===== src/rtl/midi_voice_allocator_pkg.sv =====
// Shared MIDI constants and parser state encoding for the voice allocator.
package midi_voice_allocator_pkg;

  localparam logic [3:0] MSG_NOTE_OFF = 4'h8;
  localparam logic [3:0] MSG_NOTE_ON  = 4'h9;
  localparam logic [3:0] MSG_CC       = 4'hB;

  localparam logic [6:0] CC_ALL_SOUND_OFF = 7'd120;
  localparam logic [6:0] CC_ALL_NOTES_OFF = 7'd123;

  typedef enum logic [1:0] {
    IDLE    = 2'd0,
    WAIT_D1 = 2'd1,
    WAIT_D2 = 2'd2
  } parser_state_t;

  // Program Change and Channel Pressure carry a single data byte.
  function automatic logic is_one_byte_msg(input logic [3:0] kind);
    return (kind == 4'hC) || (kind == 4'hD);
  endfunction

endpackage


===== src/rtl/midi_byte_parser.sv =====
// MIDI byte-stream parser with running status; strobes each completed channel message.
module midi_byte_parser
  import midi_voice_allocator_pkg::*;
(
  input  logic       clk,
  input  logic       rst,
  input  logic [7:0] din,
  input  logic       din_valid,
  output logic       event_valid,
  output logic [3:0] event_type,
  output logic [3:0] event_channel,
  output logic [6:0] event_d1,
  output logic [6:0] event_d2
);

  parser_state_t state_reg;
  logic [7:0]    status_reg;
  logic [6:0]    d1_reg;
  logic          data_byte;

  assign data_byte = din_valid && !din[7];

  // The strobe is combinational on the completing byte so the voice state
  // can register it on the same edge.
  assign event_valid   = data_byte && !rst &&
                         ((state_reg == WAIT_D2) ||
                          ((state_reg == WAIT_D1) && is_one_byte_msg(status_reg[7:4])));
  assign event_type    = status_reg[7:4];
  assign event_channel = status_reg[3:0];
  assign event_d1      = (state_reg == WAIT_D2) ? d1_reg : din[6:0];
  assign event_d2      = din[6:0];

  always_ff @(posedge clk) begin
    if (rst) begin
      state_reg  <= IDLE;
      status_reg <= 8'h00;
      d1_reg     <= 7'h00;
    end else if (din_valid) begin
      if (din[7]) begin
        if (din[7:4] != 4'hF) begin
          status_reg <= din;
          state_reg  <= WAIT_D1;
        end else if (!din[3]) begin
          status_reg <= 8'h00;
          state_reg  <= IDLE;
        end
        // 0xF8-0xFF real-time bytes fall through untouched.
      end else begin
        case (state_reg)
          WAIT_D1: begin
            d1_reg    <= din[6:0];
            state_reg <= is_one_byte_msg(status_reg[7:4]) ? WAIT_D1 : WAIT_D2;
          end
          WAIT_D2: state_reg <= WAIT_D1;
          default: state_reg <= IDLE;
        endcase
      end
    end
  end

endmodule


===== src/rtl/midi_voice_allocator.sv =====
// Polyphonic voice allocator: note on/off to per-voice note, velocity and gate with LRU stealing.
module midi_voice_allocator
  import midi_voice_allocator_pkg::*;
#(
  parameter int NUM_VOICES   = 4,
  parameter int MIDI_CHANNEL = 0,
  parameter int OMNI         = 1
) (
  input  logic                    clk,
  input  logic                    rst,
  input  logic [7:0]              din,
  input  logic                    din_valid,
  output logic [NUM_VOICES*8-1:0] voice_note,
  output logic [NUM_VOICES*8-1:0] voice_velocity,
  output logic [NUM_VOICES-1:0]   voice_gate
);

  localparam int RW = $clog2(NUM_VOICES);
  localparam logic [3:0] CHANNEL = MIDI_CHANNEL[3:0];

  logic       ev_valid;
  logic [3:0] ev_type;
  logic [3:0] ev_channel;
  logic [6:0] ev_d1;
  logic [6:0] ev_d2;

  midi_byte_parser u_parser (
    .clk           (clk),
    .rst           (rst),
    .din           (din),
    .din_valid     (din_valid),
    .event_valid   (ev_valid),
    .event_type    (ev_type),
    .event_channel (ev_channel),
    .event_d1      (ev_d1),
    .event_d2      (ev_d2)
  );

  logic [6:0]            note_reg  [NUM_VOICES];
  logic [6:0]            note_next [NUM_VOICES];
  logic [6:0]            vel_reg   [NUM_VOICES];
  logic [6:0]            vel_next  [NUM_VOICES];
  logic [RW-1:0]         rank_reg  [NUM_VOICES];
  logic [RW-1:0]         rank_next [NUM_VOICES];
  logic [NUM_VOICES-1:0] gate_reg, gate_next;
  logic [NUM_VOICES-1:0] pend_reg, pend_next;

  logic          accept, note_on, note_off, all_off;
  logic          hit, free, steal;
  logic [RW-1:0] hit_idx, free_idx, oldest_idx, sel;

  assign accept   = ev_valid && ((OMNI != 0) || (ev_channel == CHANNEL));
  assign note_on  = (ev_type == MSG_NOTE_ON) && (ev_d2 != 7'd0);
  assign note_off = (ev_type == MSG_NOTE_OFF) || ((ev_type == MSG_NOTE_ON) && (ev_d2 == 7'd0));
  assign all_off  = (ev_type == MSG_CC) &&
                    ((ev_d1 == CC_ALL_SOUND_OFF) || (ev_d1 == CC_ALL_NOTES_OFF));

  always_comb begin
    hit        = 1'b0;
    free       = 1'b0;
    hit_idx    = '0;
    free_idx   = '0;
    oldest_idx = '0;
    // Scan downwards so the lowest matching index wins.
    for (int i = NUM_VOICES - 1; i >= 0; i--) begin
      if (gate_reg[i] && (note_reg[i] == ev_d1)) begin
        hit     = 1'b1;
        hit_idx = RW'(i);
      end
      if (!gate_reg[i] && !pend_reg[i]) begin
        free     = 1'b1;
        free_idx = RW'(i);
      end
      if (rank_reg[i] == RW'(NUM_VOICES - 1)) oldest_idx = RW'(i);
    end
    steal = !hit && !free;
    sel   = hit ? hit_idx : (free ? free_idx : oldest_idx);
  end

  always_comb begin
    gate_next = gate_reg;
    pend_next = '0;
    for (int i = 0; i < NUM_VOICES; i++) begin
      note_next[i] = note_reg[i];
      vel_next[i]  = vel_reg[i];
      rank_next[i] = rank_reg[i];
      if (pend_reg[i]) gate_next[i] = 1'b1;
    end

    if (accept && note_on) begin
      note_next[sel] = ev_d1;
      vel_next[sel]  = ev_d2;
      gate_next[sel] = !steal;
      pend_next[sel] = steal;
      for (int i = 0; i < NUM_VOICES; i++) begin
        if (RW'(i) == sel)                    rank_next[i] = '0;
        else if (rank_reg[i] < rank_reg[sel]) rank_next[i] = rank_reg[i] + RW'(1);
      end
    end

    if (accept && note_off) begin
      for (int i = 0; i < NUM_VOICES; i++) begin
        if ((gate_reg[i] || pend_reg[i]) && (note_reg[i] == ev_d1)) begin
          gate_next[i] = 1'b0;
          pend_next[i] = 1'b0;
        end
      end
    end

    if (accept && all_off) begin
      gate_next = '0;
      pend_next = '0;
    end
  end

  always_ff @(posedge clk) begin
    if (rst) begin
      gate_reg <= '0;
      pend_reg <= '0;
      for (int i = 0; i < NUM_VOICES; i++) begin
        note_reg[i] <= 7'd0;
        vel_reg[i]  <= 7'd0;
        rank_reg[i] <= RW'(NUM_VOICES - 1 - i);
      end
    end else begin
      gate_reg <= gate_next;
      pend_reg <= pend_next;
      for (int i = 0; i < NUM_VOICES; i++) begin
        note_reg[i] <= note_next[i];
        vel_reg[i]  <= vel_next[i];
        rank_reg[i] <= rank_next[i];
      end
    end
  end

  for (genvar gi = 0; gi < NUM_VOICES; gi++) begin : g_pack
    assign voice_note[8*gi +: 8]     = {1'b0, note_reg[gi]};
    assign voice_velocity[8*gi +: 8] = {vel_reg[gi], 1'b0};
  end
  assign voice_gate = gate_reg;

endmodule


===== config.mk =====
export PLATFORM = sky130hd
export DESIGN_NAME = midi_voice_allocator
export DESIGN_NICKNAME = d
export VERILOG_FILES = /design/src/rtl/midi_voice_allocator_pkg.sv /design/src/rtl/midi_byte_parser.sv /design/src/rtl/midi_voice_allocator.sv
export SDC_FILE = /design/constraint.sdc
export NUM_CORES = 1
export LEC_CHECK = 0
export ABC_AREA = 1
export BUFFER_PORTS_ARGS = -buffer_cell sky130_fd_sc_hd__buf_4
export CORE_UTILIZATION = 60
export DETAILED_ROUTE_END_ITERATION = 6
export GPL_ROUTABILITY_DRIVEN = 0
export PLACE_DENSITY = 0.85
export SYNTH_ARGS = -nofsm -noshare
export SYNTH_HDL_FRONTEND = slang
export SYNTH_SLANG_ARGS = --single-unit

===== constraint.sdc =====
create_clock -name clk -period 5.9 [get_ports clk]
set_clock_uncertainty 0.1 [all_clocks]
set_input_delay 0.295 -clock clk [delete_from_list [all_inputs] [get_ports clk]]
set_output_delay 0.295 -clock clk [all_outputs]
set_load 0.02 [all_outputs]

* After elaboration in Yosys (flattened, before gate mapping) *
Memories as Yosys holds them, arrays and structs flattened.
Index checks and enable logic that the tools add are counted.

word-level totals
  flip-flop bits (word level) = 25
  memory bits (writable) = 64
  input bits = 11
  memories = 3

cells by class
  add/sub/neg operators = 4
  magnitude comparators = 8
  eq/ne operators = 23
  muxes and demuxes = 79
  bitwise operators = 15
  reductions and logical operators = 53

memories
  name      depth  bits a word  rd ports  clocked after memory_dff  wr ports  RTL line                    RTL
  note_reg  4      7            4         0                         4         midi_voice_allocator.sv:39  logic [6:0] note_reg [NUM_VOICES];
  vel_reg   4      7            4         0                         4         midi_voice_allocator.sv:41  logic [6:0] vel_reg [NUM_VOICES];
  rank_reg  4      2            5         0                         4         midi_voice_allocator.sv:43  logic [RW-1:0] rank_reg [NUM_VOICES];

operators with widths
  cell                   number
  $mux W7                10
  $mux W2                30
  $bwmux W28             2
  $mux W28               2
  $eq A7 B7 Y1           4
  $logic_and A1 B1 Y1    25
  $mux W1                24
  $mux W8                3
  $eq A4 B4 Y1 const B   5
  $mux W4                4
  $demux W7 S2           1
  $eq A7 B7 Y1 const B   2
  $logic_not A1 Y1       13
  $or A1 B1 Y1           12
  $eq A2 B2 Y1 const B   5
  $add A2 B1 Y2 const B  4
  $logic_or A1 B1 Y1     8
  $lt A2 B2 Y1           4
  $logic_not A7 Y1       1
  $reduce_bool A7 Y1     1
  $reduce_and A3 Y1      2
  $and A4 B4 Y4          1
  $bwmux W4              1
  $eq A2 B2 Y1 const A   2
  other kinds (16)       16

* Logic depth before layout (Yosys ltp) *
  word-level depth = 17
  gate-level depth with buffers = 25
  gate-level depth less buffers = 24

* Modules after synthesis *
A second synthesis with hierarchy kept.

second synthesis, totals
  cells, all modules = 630
  area, all modules = 4611.9 µm²

modules (own cells, without submodules)
  module                instances  cells each  area an instance (µm²)  seq. area each (µm²)
  midi_voice_allocator  1          511         3743.6                  1441.4
  midi_byte_parser      1          119         868.3                   340.3

* Worst setup path before layout *
Ideal clock, no wire load.

  path kind = register to register
  start point = reg u_parser.state_reg[0]
  end point = mem rank_reg[2][0] (netlist bit)
  arrival = 2266 ps
  path slack = 3403 ps
  stages on the path, launching flop included = 23
  path buffers = 1
  clock period less this slack = 2497 ps
  cell sequence = dfxtp_1 > inv_1 > ha_1 > buf_6 > inv_12 > nand2_1 > nand2_2 > xor2_1 > nor2_2 > nand3_2 > nand2_2 > nor2_4 > nand2_4 > nand2_4 > nand2_1 > nand3_1 > nand3_1 > nand2_1 > inv_1 > nand2_1 > nand2_1 > nand2_1 > nand3_1

RTL lines
  what                    RTL line                    RTL
  from (decl)             midi_byte_parser.sv:16      parser_state_t state_reg;
  from (signal assigned)  midi_byte_parser.sv:52      state_reg <= is_one_byte_msg(status_reg[7:4]) ? WAIT_D1 : WAIT_D2;
  to (decl)               midi_voice_allocator.sv:43

* Worst setup path after layout *
  start point = reg u_parser.state_reg[0]
  end point = reg gate_reg[0], in the netlist voice_gate[0]

between the ends
  cells in the longest elaborated chain, start to end = 17

RTL lines
  what                                                                       RTL line                                        RTL
  $eq A2 B2 Y1                                                               midi_byte_parser.sv:26, midi_byte_parser.sv:30
  $mux W7                                                                    midi_byte_parser.sv:30                          assign event_d1 = (state_reg == WAIT_D2) ? d1_reg : din[6:0];
  $eq A7 B7 Y1                                                               midi_voice_allocator.sv:66                      if (gate_reg[i] && (note_reg[i] == ev_d1)) begin
  $logic_and A1 B1 Y1                                                        midi_voice_allocator.sv:66
  $mux W2 / $mux W1 (equally long branches) (4 in series)                    midi_voice_allocator.sv:66
  $mux W2                                                                    midi_voice_allocator.sv:77                      sel = hit ? hit_idx : (free ? free_idx : oldest_idx);
  $lt A2 B3 Y1 (not written as such) / $ge A2 B1 Y1 (equally long branches)  midi_voice_allocator.sv:93                      gate_next[sel] = !steal;
  $logic_and A1 B1 Y1 (not written as such)                                  midi_voice_allocator.sv:93
  $mux W1 (not written as such)                                              midi_voice_allocator.sv:93
  $demux W1 S2                                                               midi_voice_allocator.sv:93
  $bwmux W4                                                                  midi_voice_allocator.sv:93
  $mux W4                                                                    midi_voice_allocator.sv:90                      if (accept && note_on) begin
  $mux W1                                                                    midi_voice_allocator.sv:103                     if ((gate_reg[i] || pend_reg[i]) && (note_reg[i] == ev_d1)) begin
  $mux W4                                                                    midi_voice_allocator.sv:101                     if (accept && note_off) begin
  to (signal assigned)                                                       midi_voice_allocator.sv:126                     gate_reg <= gate_next;
  to (decl)                                                                  midi_voice_allocator.sv:45                      logic [NUM_VOICES-1:0] gate_reg, gate_next;

Several ways; a longest one is shown, not always the timed one.
A chain may end at the register's enable or synchronous reset.

==> impl_metrics.tcl <==
set metrics [dict create \
    rows 31 \
    ys_warn_count 0 \
    routed_wl_um 12400 \
    synth_edf_count 0 \
    synth_seq_area_share 0.371 \
    cp_cell_sequence "inv_1, ha_1, nand2_2, nand2_4, nand2_1, nand2_1, nand2_1, nor2_1, nand3_1, nand2_2, inv_2, nand2_2, inv_2, nor2_2, inv_2, nor2_4, inv_1, nor2_1, nor2_1" \
    drc 0 \
    start_util 0.625 \
    r2r-end "voice_gate[0]$_SDFF_PP0_" \
    synthArstFlopShare 0 \
    fin_crit_sh 0.632 \
    syn_to_final_growth_pct 15.4 \
    critPathKind "reg2reg" \
    via_count 4674 \
    finalHoldViolCount 0 \
    cts_tree "done" \
    endpoint_kind "flop" \
    clkSlewWorstSetupHoldPaths_ps 90 \
    htree_levels 3 \
    die_w_um 89.4 \
    clk-insertion-delay-late_ps 370 \
    synth_area_leader_cell "dfxtp_1" \
    dp_slack_ps 2300 \
    worst_pin_slew_ps 730 \
    drt_pass1_iterations 6 \
    clock_tree.root_cell "clkbuf_8" \
    ys_ff_latch 85 \
    diodes 0 \
    final-setup-viol-count 0 \
    slew_violations 0 \
    peakVddDrop_uv 141 \
    r2r_start "u_parser.state_reg[0]$_SDFFE_PP0P_" \
    grt_overflow 0 \
    hold_class "in2reg" \
    fin_worst_hold_slack_ps 87.4 \
    status "completed" \
    synth_flop_cell "dfxtp_1" \
    slowest_stage "ha_1" \
    grt_start_max_net_pins 69 \
    drt-initial-drc-count 381 \
    grt_pass1_wl_um 19900 \
    nNetsFinal 748 \
    detail_route.wl_per_cell_um 14.8 \
    drive_above_1_share 0.183 \
    grt_pass1_vias 4116 \
    avgViaCountPerCell 5.60 \
    post-cts-setup-buffers 0 \
    p_leak_nw 2.54 \
    ys_types 36 \
    fp.dieH_um 89.4 \
    setup_slack_ps 2170 \
    clkSinkCount 85 \
    syn_area_per_cell_um2 6.82 \
    antenna_found_initial 0 \
    synth.area.top_cells "dfxtp_1 (37%), nand2_1 (12%), nand3_1 (6.4%), nor2_1 (6.4%), a21oi_1 (6.0%)" \
    rsz0062_at_grt "no" \
    reg2reg_depth 19 \
    syn-cell-area_mm2 0.00458 \
    startpoint_type "flop" \
    cp.required_ps 6060 \
    synth_commonest_cells "nand2_1 (144), dfxtp_1 (85), nor2_1 (78), inv_1 (62), nand3_1 (59)" \
    cellPowerDensity_mw_per_mm2 206 \
    max-cap-violations 0 \
    core_mm2 0.00733 \
    finalCriticalPeriod_ps 3730 \
    cts_hold_buffers 0 \
    die-area_mm2 0.00799 \
    cts_buffers 9 \
    fin_setup_tns_ps 0 \
    cpPeakStageDelay_ps 630 \
    max_freq_ghz 0.268 \
    holdPathEnd "u_parser.d1_reg[0]$_SDFFE_PP0P_" \
    ant_nets 0 \
    yosysMostFrequentCell "nand2_1" \
    dp_hpwl_um 8830 \
    total_power_mw 1.09 \
    crit_fanout 25 \
    synth_top_area_share 0.371 \
    port_buffers 70 \
    min_from "rst" \
    r2r_slack_ps 2170 \
    cts-resized-gates 0 \
    holdPathStages 2 \
    io-pin-count 79 \
    slew_headroom 0.513 \
    grt_usage 0.330 \
    clock_path_buffers 2 \
    synthesis.instances 672 \
    worstPathArrival_ps 3890 \
]
-- power breakdown --
part	switching [mW]	leakage (nW)	internal (mW)	total, mW
combinational	0.0556	1.75	0.0219	0.0775
clock	0.225	0.107	0.211	0.436
sequential	0.00186	0.685	0.576	0.578
-- per-layer routing --
metal  global-route usage  vias to the layer above  part of all wire
met3               0.0739                       34             0.099
met2                0.502                      248              0.44
met1                0.448                     2090              0.44
li1                     -                     2302                 -
met5                    0                        -                 0
met4                0.141                        0             0.024
-- how the worst max path moves through the flow --
| stage | from | end | slack (ps) |
|---|---|---|---|
| after floorplan | u_parser.state_reg[0]$_SDFFE_PP0P_ | rank_reg[2][0]$_SDFFE_PP1P_ | 3400 |
| after global placement | u_parser.state_reg[0]$_SDFFE_PP0P_ | voice_gate[0]$_SDFF_PP0_ | 2420 |
| after detailed placement | u_parser.state_reg[0]$_SDFFE_PP0P_ | voice_gate[0]$_SDFF_PP0_ | 2300 |
| after CTS | u_parser.state_reg[0]$_SDFFE_PP0P_ | voice_gate[0]$_SDFF_PP0_ | 2210 |
| after global routing | u_parser.state_reg[0]$_SDFFE_PP0P_ | voice_gate[0]$_SDFF_PP0_ | 1760 |
| final | u_parser.state_reg[0]$_SDFFE_PP0P_ | voice_gate[0]$_SDFF_PP0_ | 2170 |
-- logic make-up after synthesis --
group | after synthesis | synth area share
adders and majority gates | 6 | 0.0164
AOI/OAI and AO/OA | 129 | 0.150
xor gates and xnor gates | 2 | 0.00382
and+or+nand+nor | 349 | 0.357
buffers and inverters | 100 | 0.101
DFF | 85 | 0.371
other | 1 | 0.000819
-- worst max-delay path, delay by kind of cell (launching register included) --
kind | cells | cell delay [ps]
adders and majority gates | 1 | 630
DFF | 1 | 320
buffers and inverters | 5 | 510
and+or+nand+nor | 13 | 2050
-- cell usage in the layout, fill, tap and decap left out, types with 2 or more instances in the layout --
| cell type | synthesis | final |
|---|---|---|
| nand2_1 | 144 | 144 |
| dfxtp_1 | 85 | 85 |
| nor2_1 | 78 | 78 |
| buf_4 | 12 | 71 |
| inv_1 | 62 | 62 |
| nand3_1 | 59 | 59 |
| a21oi_1 | 55 | 55 |
| o21ai_0 | 47 | 47 |
| nand2_2 | 19 | 19 |
| nand3b_1 | 17 | 17 |
| o21ai_1 | 17 | 17 |
| clkbuf_8 | 0 | 10 |
| conb_1 | 1 | 8 |
| nand2_4 | 7 | 7 |
| inv_2 | 7 | 7 |
| nor3_1 | 6 | 6 |
| ha_1 | 6 | 6 |
| nor2_4 | 5 | 5 |
| nor4_1 | 3 | 3 |
| nand4_1 | 3 | 3 |
| nor2_2 | 3 | 3 |
| or2_2 | 3 | 3 |
| xor2_1 | 2 | 2 |
| o21bai_1 | 2 | 2 |
| o221ai_1 | 2 | 2 |
| clkinv_4 | 0 | 2 |
| inv_6 | 0 | 2 |
-- layout make-up --
cell class	instances	area [um2]
fill	606	2050
tap	99	124
clock buffer	10	138
inverter	70	275
timing repair buffer	71	533
clock inverter	6	70.1
multi-input combinational	494	2440
sequential	85	1700
-- stage by stage --
stage	cells	instance area [um2]	utilization
after floorplan	679	4610	-
after global placement	819	5080	0.693
after detailed placement	819	5080	0.693
after CTS	835	5290	0.721
after global routing	835	5290	0.721
final	835	5290	0.721
Note: power is estimated with default switching activity, not from simulation.
